<file path="src/rtl/avmm_arb_pkg.sv">
// Shared defaults, ID-width helper and arbiter state encoding
// for the Avalon-MM SDRAM arbiter.
package avmm_arb_pkg;

    localparam int DEF_ADDR_W = 32;
    localparam int DEF_DATA_W = 32;
    localparam int DEF_BE_W   = 4;
    localparam int CNT_W      = 16;

    typedef enum logic {
        IDLE  = 1'b0,
        GRANT = 1'b1
    } arb_state_e;

    function automatic int id_w(input int n);
        return (n > 1) ? $clog2(n) : 1;
    endfunction

endpackage

</file>
<file path="src/rtl/avmm_arb_id_fifo.sv">
// In-order FIFO of master IDs for outstanding reads.
// Pointers carry one extra wrap bit to tell full from empty.
module avmm_arb_id_fifo #(
    parameter int DEPTH = 8,
    parameter int WIDTH = 1
) (
    input  logic             clk,
    input  logic             rst,
    input  logic             push,
    input  logic [WIDTH-1:0] din,
    input  logic             pop,
    output logic             full,
    output logic             empty,
    output logic [WIDTH-1:0] head
);

    localparam int PW = $clog2(DEPTH);

    logic [WIDTH-1:0] mem [DEPTH];
    logic [PW:0]      wp;
    logic [PW:0]      rp;

    assign empty = (wp == rp);
    assign full  = (wp[PW] != rp[PW]) && (wp[PW-1:0] == rp[PW-1:0]);
    assign head  = mem[rp[PW-1:0]];

    always_ff @(posedge clk or posedge rst) begin
        if (rst) begin
            wp <= '0;
            rp <= '0;
        end else begin
            if (push && !full)
                wp <= wp + 1'b1;
            if (pop && !empty)
                rp <= rp + 1'b1;
        end
    end

    always_ff @(posedge clk) begin
        if (push && !full)
            mem[wp[PW-1:0]] <= din;
    end

endmodule

</file>
<file path="src/rtl/avmm_sdram_arbiter.sv">
// Round-robin Avalon-MM arbiter in front of one SDRAM slave.
// Define AVMM_ARB_PERF_CNT_EN to build the per-master transfer counters.
module avmm_sdram_arbiter
    import avmm_arb_pkg::*;
#(
    parameter int NUM_MASTERS = 2,
    parameter int ADDR_W      = DEF_ADDR_W,
    parameter int DATA_W      = DEF_DATA_W,
    parameter int MAX_PENDING = 8
) (
    input  logic                          clk_clk,
    input  logic                          reset_reset,
    input  logic [NUM_MASTERS*ADDR_W-1:0] m_address,
    input  logic [NUM_MASTERS-1:0]        m_read,
    input  logic [NUM_MASTERS-1:0]        m_write,
    input  logic [NUM_MASTERS*DATA_W-1:0] m_writedata,
    input  logic [NUM_MASTERS*DATA_W/8-1:0] m_byteenable,
    output logic [NUM_MASTERS-1:0]        m_waitrequest,
    output logic [DATA_W-1:0]             m_readdata,
    output logic [NUM_MASTERS-1:0]        m_readdatavalid,
    output logic [ADDR_W-1:0]             s_address,
    output logic                          s_read,
    output logic                          s_write,
    output logic [DATA_W-1:0]             s_writedata,
    output logic [DATA_W/8-1:0]           s_byteenable,
    input  logic [DATA_W-1:0]             s_readdata,
    input  logic                          s_waitrequest,
    input  logic                          s_readdatavalid,
    output logic                          err_unexpected_rdv,
    output logic [NUM_MASTERS*CNT_W-1:0]  perf_xfer_cnt
);

    localparam int BE_W = DATA_W / 8;
    localparam int ID_W = id_w(NUM_MASTERS);
    localparam logic [ID_W-1:0] LAST_ID = ID_W'(NUM_MASTERS - 1);

    // First requester strictly after base, wrapping; base itself comes last.
    function automatic logic [ID_W-1:0] rr_pick(
        input logic [NUM_MASTERS-1:0] r,
        input logic [ID_W-1:0]        base
    );
        logic [ID_W-1:0] w;
        int              idx;
        w = base;
        for (int k = NUM_MASTERS; k >= 1; k--) begin
            idx = (int'(base) + k) % NUM_MASTERS;
            if (r[idx])
                w = ID_W'(idx);
        end
        return w;
    endfunction

    arb_state_e       state_q, state_d;
    logic [ID_W-1:0]  grant_id_q, grant_id_d;
    logic [ID_W-1:0]  last_id_q, last_id_d;

    logic [NUM_MASTERS-1:0] req;
    logic [NUM_MASTERS-1:0] others;
    logic                   gv;
    logic                   rd_g;
    logic                   wr_g;
    logic                   blocked;
    logic                   accept;
    logic                   fifo_full;
    logic                   fifo_empty;
    logic [ID_W-1:0]        head_id;

    assign req    = m_read | m_write;
    assign others = req & ~(NUM_MASTERS'(1) << grant_id_q);
    assign gv     = (state_q == GRANT);
    assign rd_g   = m_read[grant_id_q];
    assign wr_g   = m_write[grant_id_q];

    // A read with no free ID slot stalls; writes never do.
    assign blocked = gv & rd_g & fifo_full;
    assign s_read  = gv & rd_g & ~fifo_full;
    assign s_write = gv & wr_g & ~rd_g;
    assign accept  = (s_read | s_write) & ~s_waitrequest;

    assign s_address    = m_address[int'(grant_id_q)*ADDR_W +: ADDR_W];
    assign s_writedata  = m_writedata[int'(grant_id_q)*DATA_W +: DATA_W];
    assign s_byteenable = m_byteenable[int'(grant_id_q)*BE_W +: BE_W];

    always_comb begin
        m_waitrequest = '1;
        if (gv)
            m_waitrequest[grant_id_q] = blocked | s_waitrequest;
    end

    always_comb begin
        m_readdatavalid = '0;
        if (s_readdatavalid && !fifo_empty)
            m_readdatavalid[head_id] = 1'b1;
    end

    assign m_readdata = reset_reset ? '0 : s_readdata;

    always_comb begin
        state_d    = state_q;
        grant_id_d = grant_id_q;
        last_id_d  = last_id_q;
        unique case (state_q)
            IDLE: begin
                if (|req) begin
                    state_d    = GRANT;
                    grant_id_d = rr_pick(req, last_id_q);
                end
            end
            GRANT: begin
                if (accept) begin
                    last_id_d = grant_id_q;
                    if (|req)
                        grant_id_d = rr_pick(req, grant_id_q);
                    else
                        state_d = IDLE;
                end else if (!req[grant_id_q] || (blocked && |others)) begin
                    // Grantee left, or is stuck on a full FIFO while others wait.
                    if (|others)
                        grant_id_d = rr_pick(others, grant_id_q);
                    else
                        state_d = IDLE;
                end
            end
            default: state_d = IDLE;
        endcase
    end

    always_ff @(posedge clk_clk or posedge reset_reset) begin
        if (reset_reset) begin
            state_q    <= IDLE;
            grant_id_q <= '0;
            last_id_q  <= LAST_ID;
        end else begin
            state_q    <= state_d;
            grant_id_q <= grant_id_d;
            last_id_q  <= last_id_d;
        end
    end

    avmm_arb_id_fifo #(
        .DEPTH (MAX_PENDING),
        .WIDTH (ID_W)
    ) u_id_fifo (
        .clk   (clk_clk),
        .rst   (reset_reset),
        .push  (accept & s_read),
        .din   (grant_id_q),
        .pop   (s_readdatavalid),
        .full  (fifo_full),
        .empty (fifo_empty),
        .head  (head_id)
    );

    always_ff @(posedge clk_clk or posedge reset_reset) begin
        if (reset_reset)
            err_unexpected_rdv <= 1'b0;
        else if (s_readdatavalid && fifo_empty)
            err_unexpected_rdv <= 1'b1;
    end

`ifdef AVMM_ARB_PERF_CNT_EN
    logic [NUM_MASTERS-1:0][CNT_W-1:0] cnt_q;

    always_ff @(posedge clk_clk or posedge reset_reset) begin
        if (reset_reset)
            cnt_q <= '0;
        else if (accept && cnt_q[grant_id_q] != '1)
            cnt_q[grant_id_q] <= cnt_q[grant_id_q] + 1'b1;
    end

    assign perf_xfer_cnt = cnt_q;
`else
    assign perf_xfer_cnt = '0;
`endif

endmodule

</file>
<file path="config.mk">
export PLATFORM = sky130hd
export DESIGN_NAME = avmm_sdram_arbiter
export DESIGN_NICKNAME = d
export VERILOG_FILES = /design/src/rtl/avmm_arb_pkg.sv /design/src/rtl/avmm_arb_id_fifo.sv /design/src/rtl/avmm_sdram_arbiter.sv
export SDC_FILE = /design/constraint.sdc
export NUM_CORES = 1
export LEC_CHECK = 0
export ABC_CLOCK_PERIOD_IN_PS = 2500
export CAP_MARGIN = 20
export CORE_AREA = 2 2 123 125
export CTS_BUF_LIST = sky130_fd_sc_hd__clkbuf_16
export DETAILED_ROUTE_END_ITERATION = 8
export DIE_AREA = 0 0 125 127
export PLACE_DENSITY = 0.62
export SETUP_SLACK_MARGIN = 0.02
export SLEW_MARGIN = 10
export SYNTH_ARGS = -nofsm -noshare
export SYNTH_HDL_FRONTEND = slang
export SYNTH_SLANG_ARGS = --single-unit
</file>
<file path="constraint.sdc">
create_clock -name clk_clk -period 2.5 [get_ports clk_clk]
set_input_delay 0.75 -clock clk_clk [delete_from_list [all_inputs] [get_ports clk_clk]]
set_output_delay 0.75 -clock clk_clk [all_outputs]
set_load 0.02 [all_outputs]
</file>
==> results of run 1 <==
[sequential cells by signal (all words and copies together) (netlist names)]
name / count
grant_id_q: 1
u_id_fifo.wp: 4
err_unexpected_rdv: 1
last_id_q: 1
u_id_fifo.mem: 8
u_id_fifo.rp: 4
gv: 1
[area by class of cell]
class	instances	area share, %
repair buffers	316	53.4
multi-input cells	202	30.4
flip-flops and latches	20	9.98
well taps	184	4.20
clock buffers	3	1.37
clock inverters	1	0.548
inverters	1	0.0685
[report_power, final]
part | leakage [nW] | internal (mW) | switching (mW)
sequential | 0.206 | 0.481 | 0.114
clock | 0.0511 | 0.318 | 0.120
combinational | 2.07 | 1.72 | 1.62
total | 2.33 | 2.52 | 1.85
[worst max-delay path: cells and delay by family, from the launching register on]
| kind | cells | cell delay, ns |
|---|---|---|
| xor+xnor | 1 | 0.18 |
| flops | 1 | 0.44 |
| simple gates | 3 | 0.63 |
| buf+inv | 2 | 0.28 |
[synthesized netlist by cell type (all sizes together), types with 3 or more instances]
library cell  count
mux2             72
buf              39
nor2b            33
clkbuf           11
dfrtp            11
nand2            10
nor2              9
edfxtp            8
xnor2             5
xor2              5
a21oi             4
mux2i             3
nor3              3
nor3b             3
nor4b             3
[logic make-up after synthesis]
logic type	share of synthesized area, %
flops	22.2
mux	36.6
other cells	0.154
simple gates	18.3
buf+inv	14.3
xor+xnor	4.20
compound gates	3.18
fa+ha+maj	1.02
[per-layer routing]
layer,vias to the layer above,track usage [%]
li1,1378,-
met1,1314,13.0
met2,178,26.0
met3,14,6.16
met4,0,2.94
met5,-,0
[how the worst min path moves through the flow]
stage / startpoint / endpoint / cells past startpoint
after floorplan: u_id_fifo.rp[3] / u_id_fifo.rp[3] / 1
after detailed placement: err_unexpected_rdv / err_unexpected_rdv / 1
after global placement: err_unexpected_rdv / err_unexpected_rdv / 1
final: err_unexpected_rdv / err_unexpected_rdv / 1
after CTS: err_unexpected_rdv / err_unexpected_rdv / 1
after global routing: err_unexpected_rdv / err_unexpected_rdv / 1
[timing repair]
action / 4_1_cts / 5_1_grt
gates cloned: 1 / 1
endpoints found under the setup margin: 102 / 48
gates resized for setup: 265 / 44
pin swaps: 3 / 0
setup buffers: 3 / 0
==> results.sh, run 1 <==
export IMPL_multi_input_area_um2=1670
export IMPL_clock_sinks=20
export IMPL_gr_total_overflow=0
export IMPL_synth_seq_cells=20
export IMPL_slowest_stage="dfrtp_2"
export IMPL_synth_area_um2=2440
export IMPL_grt_max_degree=51
export IMPL_final_cell_mix="clkdlybuf4s50_1, mux2_2, nor2b_1, buf_4, conb_1"
export IMPL_worstSetupEndpointType="output pin"
export IMPL_r2r_end="grant_id_q"
export IMPL_row_count=44
export IMPL_grt_pass1_wl_mm=16.7
export IMPL_ant_nets=0
export IMPL_place_inst=718
export IMPL_hold_viol_final=0
export IMPL_drtIter0Drc=38
export IMPL_slowest_delay_ns=0.44
export IMPL_fin_area_um2=5480
export IMPL_fin_util_pct=38.0
export IMPL_cp_max_fo=4
export IMPL_drc=0
export IMPL_timing_final_crit_period_ns=2.53
export IMPL_core_area_um2=14400
export IMPL_met2WireLength_mm=6.32
export IMPL_die_w_um=125
export IMPL_crit_path_frequent_cell="buf_6"
export IMPL_path_cells="buf_6, xor2_2, nor4b_4, nand2_1, nand4b_1, buf_6"
export IMPL_final_cells=727
export IMPL_yosysSeqAreaShare_pct=22.2
export IMPL_cts_max_path_buffers=2
export IMPL_crit_arrival_ns=1.78
export IMPL_rsz0062_at_grt="yes"
export IMPL_cts_max_level=1
export IMPL_seq_area_um2=547
export IMPL_chipHeight_um=127
export IMPL_p_leak_nw=2.33
export IMPL_setup_viol_count_final=2
export IMPL_met3WireLength_mm=1.36
export IMPL_peakVddDrop_uv=355
export IMPL_firstDrtPassIters=4
export IMPL_start_util_pct=16.9
export IMPL_power_density_nw_per_um2=798
export IMPL_avgSynthCellArea_um2=10.1
export IMPL_top_layer="met4"
export IMPL_antennaDiodeCount=0
export IMPL_ios=315
export IMPL_wirelength_met1_mm=3.87
export IMPL_grt_pass1_vias=2901
export IMPL_status="finished with violations"
export IMPL_post_route_period_util_pct=101
export IMPL_antenna_found_initial=0
export IMPL_clk_pin_slew_ns=0.05
export IMPL_cts_tree="yes"
export IMPL_slew_violations=0
export IMPL_syn2layout_area_growth_pct=124
export IMPL_cts_made_buffers=3
export IMPL_synth_warning_count=0
export IMPL_track_usage_pct=13.4
export IMPL_portBuffers=282
export IMPL_netlist_area_leader_share_pct=32.7
export IMPL_cp_startpoint="u_id_fifo.rp[0]"
export IMPL_synth_distinct_cells=39
export IMPL_maxCapViolCount=0
export IMPL_holdWs_ns=0.507
export IMPL_clockRootBuffer="clkbuf_16"
export IMPL_finalSetupTns_ns=-0.0546
export IMPL_fin_skew_ns=0.00224
export IMPL_timing_rr_start="u_id_fifo.rp[0]"
export IMPL_violations="negative setup slack"
export IMPL_hp_class="reg -> reg"
export IMPL_cp_start_kind="register"
export IMPL_num_fill_cells=1490
export IMPL_vias=2884
export IMPL_synth_area_leader_cell="mux2_2"
export IMPL_place_area_um2=5500
export IMPL_worstPathRequired_ns=1.75
export IMPL_drive_above_1_share_pct=36.1
export IMPL_max_freq_mhz=395
export IMPL_p_total_mw=4.37
export IMPL_gp_congestion=0.841
export IMPL_dp_worst_setup_slack_ns=-0.635
export IMPL_drt_total_wl_mm=11.7
export IMPL_netlist_top_cells_area="mux2_2, dfrtp_1, buf_4"
export IMPL_final_common_cell="clkdlybuf4s50_1"
export IMPL_wl_per_cell_um=16.2
export IMPL_fin_ws_ns=-0.0313
export IMPL_ff2ff_path_depth=9
export IMPL_clock_latency_ns=0.25
export IMPL_cp_endpoint="m_waitrequest[1]"
export IMPL_reg2reg_slack_ns=0.16
export IMPL_synthCells=242
export IMPL_ys_flop_type="dfrtp_1"
export IMPL_die_area_um2=15900
export IMPL_synth_edf_count=8
export IMPL_cts_hold_buf=0
export IMPL_dp_hpwl_mm=10.2
export IMPL_vias_per_cell=3.97
export IMPL_synth_async_reset_ratio_pct=60.0
export IMPL_path_class="reg -> out"
export IMPL_layout_nets=722
Note: power is estimated with default switching activity, not from simulation.
==> run 2, diff against run 1 <==
- TNS_END_PERCENT: not set -> 30
==> results.sh, run 2 (synthesis gave the netlist of run 1 again) <==
export IMPL_status="finished with violations"
export IMPL_violations="negative setup slack"
export IMPL_die_w_um=125
export IMPL_final_common_cell="clkdlybuf4s50_1"
export IMPL_vias_per_cell=3.97
export IMPL_slew_violations=0
export IMPL_holdWs_ns=0.507
export IMPL_drc=0
export IMPL_final_cell_mix="clkdlybuf4s50_1, mux2_2, buf_4, nor2b_1, conb_1"
export IMPL_hold_end="err_unexpected_rdv"
export IMPL_cts_max_level=1
export IMPL_cp_start_kind="register"
export IMPL_start_util_pct=16.9
export IMPL_peakVddDrop_uv=355
export IMPL_comb_power_share_pct=76.6
export IMPL_largest_reg_flops=8
export IMPL_drive_above_1_share_pct=36.4
export IMPL_cts_hold_buf=0
export IMPL_power_density_nw_per_um2=801
export IMPL_fin_util_pct=38.1
export IMPL_dp_worst_setup_slack_ns=-0.635
export IMPL_hp_class="reg -> reg"
export IMPL_setup_viol_count_final=4
export IMPL_min_from="err_unexpected_rdv"
export IMPL_fin_skew_ns=0.00226
export IMPL_crit_arrival_ns=1.77
export IMPL_hold_viol_final=0
export IMPL_post_route_period_util_pct=101
export IMPL_min_path_cells=1
export IMPL_gp_congestion=0.841
export IMPL_dp_hpwl_mm=10.2
export IMPL_r2r_end="grant_id_q"
export IMPL_switching_share_pct=42.4
export IMPL_cts_made_buffers=3
export IMPL_p_switching_mw=1.86
export IMPL_track_usage_pct=13.4
export IMPL_maxCapViolCount=0
export IMPL_timing_rr_start="u_id_fifo.rp[0]"
export IMPL_chipHeight_um=127
export IMPL_clockRootBuffer="clkbuf_16"
export IMPL_clkPwrFrac_pct=9.9
export IMPL_max_freq_mhz=396
export IMPL_syn2layout_area_growth_pct=125
export IMPL_finalSetupTns_ns=-0.0859
export IMPL_clock_sinks=20
export IMPL_ios=315
export IMPL_drtIter0Drc=46
export IMPL_grt_max_degree=51
export IMPL_drt_total_wl_mm=11.8
export IMPL_clk_pin_slew_ns=0.05
export IMPL_clock_latency_ns=0.25
export IMPL_cts_tree="yes"
export IMPL_p_int_mw=2.54
export IMPL_reg2reg_slack_ns=0.16
export IMPL_worstSetupEndpointType="output pin"
export IMPL_wl_per_cell_um=16.2
export IMPL_core_area_um2=14400
export IMPL_row_count=44
export IMPL_antenna_found_initial=0
export IMPL_worstPathRequired_ns=1.75
export IMPL_p_total_mw=4.40
export IMPL_cp_max_fo=4
export IMPL_grt_pass1_wl_mm=16.7
export IMPL_portBuffers=282
export IMPL_firstDrtPassIters=4
export IMPL_rsz0062_at_grt="yes"
export IMPL_vias=2891
export IMPL_timing_final_crit_period_ns=2.52
export IMPL_die_area_um2=15900
export IMPL_antennaDiodeCount=0
export IMPL_fin_ws_ns=-0.0239
export IMPL_ff2ff_path_depth=9
export IMPL_ant_nets=0
export IMPL_gr_total_overflow=0
export IMPL_p_leak_nw=2.34
export IMPL_grt_pass1_vias=2901
export IMPL_layout_nets=723
export IMPL_p_seq_share_pct=13.5
export IMPL_path_class="reg -> out"
export IMPL_cts_max_path_buffers=2
==> run 2: changes by cell type in the layout (fill, tap and decap cells not counted), sizes merged <==
cell / delta
buf: +1
==> run 2: metal layers <==
metal | global-route usage [%] | vias up | part of all wire, %
met5 | 0 | - | 0
met4 | 2.94 | 0 | 1.6
met3 | 6.16 | 14 | 12
met2 | 26.0 | 176 | 54
met1 | 13.0 | 1321 | 33
li1 | - | 1380 | -
==> run 2: timing repair <==
item / CTS / global route
gates cloned: 1 / 1
pin swaps: 4 / 0
resized for setup: 265 / 46
setup buffers: 3 / 1
setup endpoints to repair: 102 / 48
==> run 2: per-stage QoR <==
step / std cells / instance area (um2)
finish: 728 / 5490
global route: 728 / 5490
CTS: 726 / 5550
detailed placement: 718 / 5500
global placement: 718 / 5500
floorplan: 273 / 2560
==> run 2: worst max-delay path, cell delays in order, from the launching register on <==
cell	delay (ns)
dfrtp_2	0.44
buf_6	0.13
xor2_2	0.18
nor4b_4	0.35
nand2_1	0.14
nand4b_1	0.14
buf_6	0.14
==> run 2: cell type report <==
cell class                      instances  area (um2)
Clock buffer                            3        75.1
Clock inverter                          1        30.0
Fill cell                            1486        8930
Inverter                                1        3.75
Multi-Input combinational cell        202        1670
Sequential cell                        20         547
Tap cell                              184         230
Timing Repair Buffer                  317        2930
==> run 2: how the worst max path moves through the flow <==
| stage | from | end | slack, ns | cells after the start |
|---|---|---|---|---|
| 2_1_floorplan | grant_id_q | s_address[0] | 0.27 | 4 |
| 3_3_place_gp | m_read[1] | m_waitrequest[0] | -0.59 | 6 |
| 3_5_place_dp | m_read[1] | m_waitrequest[0] | -0.63 | 6 |
| 4_1_cts | u_id_fifo.rp[0] | m_waitrequest[0] | -0.03 | 6 |
| 5_1_grt | u_id_fifo.rp[0] | m_waitrequest[0] | -0.10 | 6 |
| 6_report | u_id_fifo.rp[0] | m_waitrequest[1] | -0.02 | 6 |
==> run 2: power by group through the flow <==
stage	clock [mW]	sequential, mW	combinational [mW]
after detailed placement	0	0.585	3.46
after global placement	0	0.588	3.42
after CTS	0.444	0.587	3.33
final	0.437	0.594	3.37
after global routing	0.462	0.616	3.57
after floorplan	0	0.556	1.99
==> run 3, diff against run 2 <==
- ABC_CLOCK_PERIOD_IN_PS: 2500 -> 2100
- CORE_AREA: 2 2 123 125 -> 2 2 124 126
- DIE_AREA: 0 0 125 127 -> 0 0 126 128
- PLACE_DENSITY: 0.62 -> 0.64
- clock period: 2.5 -> 2.1 ns (I/O delays scaled with it)
==> results.sh, run 3 (synthesis gave the netlist of run 1 again) <==
export IMPL_ios=315
export IMPL_start_util_pct=16.4
export IMPL_dp_hpwl_mm=10.7
export IMPL_clk_pin_slew_ns=0.06
export IMPL_post_route_period_util_pct=111
export IMPL_timing_final_crit_period_ns=2.34
export IMPL_cts_max_level=1
export IMPL_min_path_cells=1
export IMPL_die_area_um2=16100
export IMPL_worstPathRequired_ns=1.47
export IMPL_setup_viol_count_final=77
export IMPL_cp_start_kind="register"
export IMPL_grt_max_degree=16
export IMPL_worstSetupEndpointType="output pin"
export IMPL_drt_total_wl_mm=12.8
export IMPL_ff2ff_path_depth=9
export IMPL_p_leak_nw=2.54
export IMPL_chipHeight_um=128
export IMPL_rsz0062_at_grt="yes"
export IMPL_grt_pass1_vias=3018
export IMPL_portBuffers=282
export IMPL_syn2layout_area_growth_pct=141
export IMPL_hp_class="reg -> reg"
export IMPL_largest_reg_flops=8
export IMPL_track_usage_pct=14.5
export IMPL_path_class="reg -> out"
export IMPL_timing_rr_start="u_id_fifo.rp[0]"
export IMPL_r2r_end="grant_id_q"
export IMPL_clock_latency_ns=0.25
export IMPL_slew_violations=0
export IMPL_core_area_um2=14900
export IMPL_fin_ws_ns=-0.238
export IMPL_final_cell_mix="clkdlybuf4s50_1, mux2_2, buf_2, buf_6, buf_4"
export IMPL_drc=0
export IMPL_crit_arrival_ns=1.71
export IMPL_violations="negative setup slack"
export IMPL_clock_sinks=20
export IMPL_maxCapViolCount=0
export IMPL_power_density_nw_per_um2=1040
export IMPL_die_w_um=126
export IMPL_drtIter0Drc=50
export IMPL_dp_worst_setup_slack_ns=-0.791
export IMPL_num_fill_cells=1508
export IMPL_fin_skew_ns=0.00239
export IMPL_ant_nets=0
export IMPL_reg2reg_slack_ns=-0.14
export IMPL_peakVddDrop_uv=420
export IMPL_hold_viol_final=0
export IMPL_multi_input_area_um2=1850
export IMPL_cts_max_path_buffers=2
export IMPL_min_from="err_unexpected_rdv"
export IMPL_grt_pass1_wl_mm=18.0
export IMPL_final_common_cell="clkdlybuf4s50_1"
export IMPL_hold_end="err_unexpected_rdv"
export IMPL_cp_max_fo=8
export IMPL_holdWs_ns=0.475
export IMPL_cts_tree="yes"
export IMPL_seq_area_um2=547
export IMPL_layout_nets=738
export IMPL_vias=3001
export IMPL_cts_made_buffers=3
export IMPL_clockRootBuffer="clkbuf_16"
export IMPL_row_count=45
export IMPL_max_freq_mhz=428
export IMPL_antenna_found_initial=2
export IMPL_gr_total_overflow=0
export IMPL_drive_above_1_share_pct=46.7
export IMPL_antennaDiodeCount=0
export IMPL_wl_per_cell_um=17.1
export IMPL_status="finished with violations"
export IMPL_firstDrtPassIters=4
export IMPL_vias_per_cell=4.02
export IMPL_gp_congestion=0.895
==> run 3: cell types whose count changed in the layout (fill, tap and decap cells not counted), sizes merged <==
cell           previous run  this run
bufinv                    1         0
clkbuf                   26         4
bufbuf                    1         0
dlygate4sd2              20        11
dlymetal6s2s              0         1
clkdlybuf4s15            35         1
buf                      66       154
clkdlybuf4s50           172       164
clkinv                    0         1
==> run 3: how the worst max path moves through the flow <==
stage                               start                to  slack [ns]
after floorplan                grant_id_q      s_address[0]      -0.009
after global placement          m_read[0]  m_waitrequest[0]       -0.76
after detailed placement        m_read[0]  m_waitrequest[0]       -0.79
after CTS                 u_id_fifo.rp[0]  m_waitrequest[0]       -0.22
after global routing      u_id_fifo.rp[0]  m_waitrequest[0]       -0.34
final                          grant_id_q     s_address[23]       -0.24
==> run 3: routing by layer <==
layer | track usage [%] | wire length, um
met5 | 0 | 13
met4 | 3.23 | 297
met3 | 5.38 | 1400
met2 | 28.7 | 6970
met1 | 14.2 | 4090
==> run 3: critical path, cell delays in order, from the launching register on <==
cell and delay (ns):
dfrtp_4 0.50, buf_12 0.15, buf_12 0.13, buf_16 0.13
buf_6 0.11, mux2_4 0.29, buf_6 0.14
==> run 3: timing repair <==
item / in CTS / in global routing
cloned: 4 / 1
setup buffers: 8 / 4
hold buffers: 0 / 0
resized for setup: 480 / 78
endpoints found under the setup margin: 116 / 86
pin swaps: 5 / 7
==> run 3: area by class of cell <==
| type | instances | share of cell area [%] |
|---|---|---|
| clock inverters | 1 | 0.0637 |
| inverters | 1 | 0.0637 |
| multi-input cells | 202 | 31.4 |
| clock buffers | 3 | 1.27 |
| flip-flops and latches | 20 | 9.28 |
| well taps | 188 | 3.99 |
| repair buffers | 332 | 53.9 |
==> run 3: where the power goes <==
| part | leakage [nW] | internal, mW | switching, mW |
|---|---|---|---|
| Clock | 0.0385 | 0.253 | 0.139 |
| Combinational | 2.30 | 2.78 | 2.28 |
| Sequential | 0.206 | 0.572 | 0.121 |
==> run 3: per-stage QoR <==
stage	util, %	instances	instance area [um2]	power, mW	setup TNS, ns
final	39.7	747	5890	6.15	-9.07
after global routing	39.7	747	5890	6.46	-12.17
after CTS	37.4	743	5560	5.71	-6.24
after detailed placement	37.5	728	5570	4.97	-48.57
after global placement	37.5	728	5570	4.92	-47.83
after floorplan	-	273	2560	3.03	-0.517
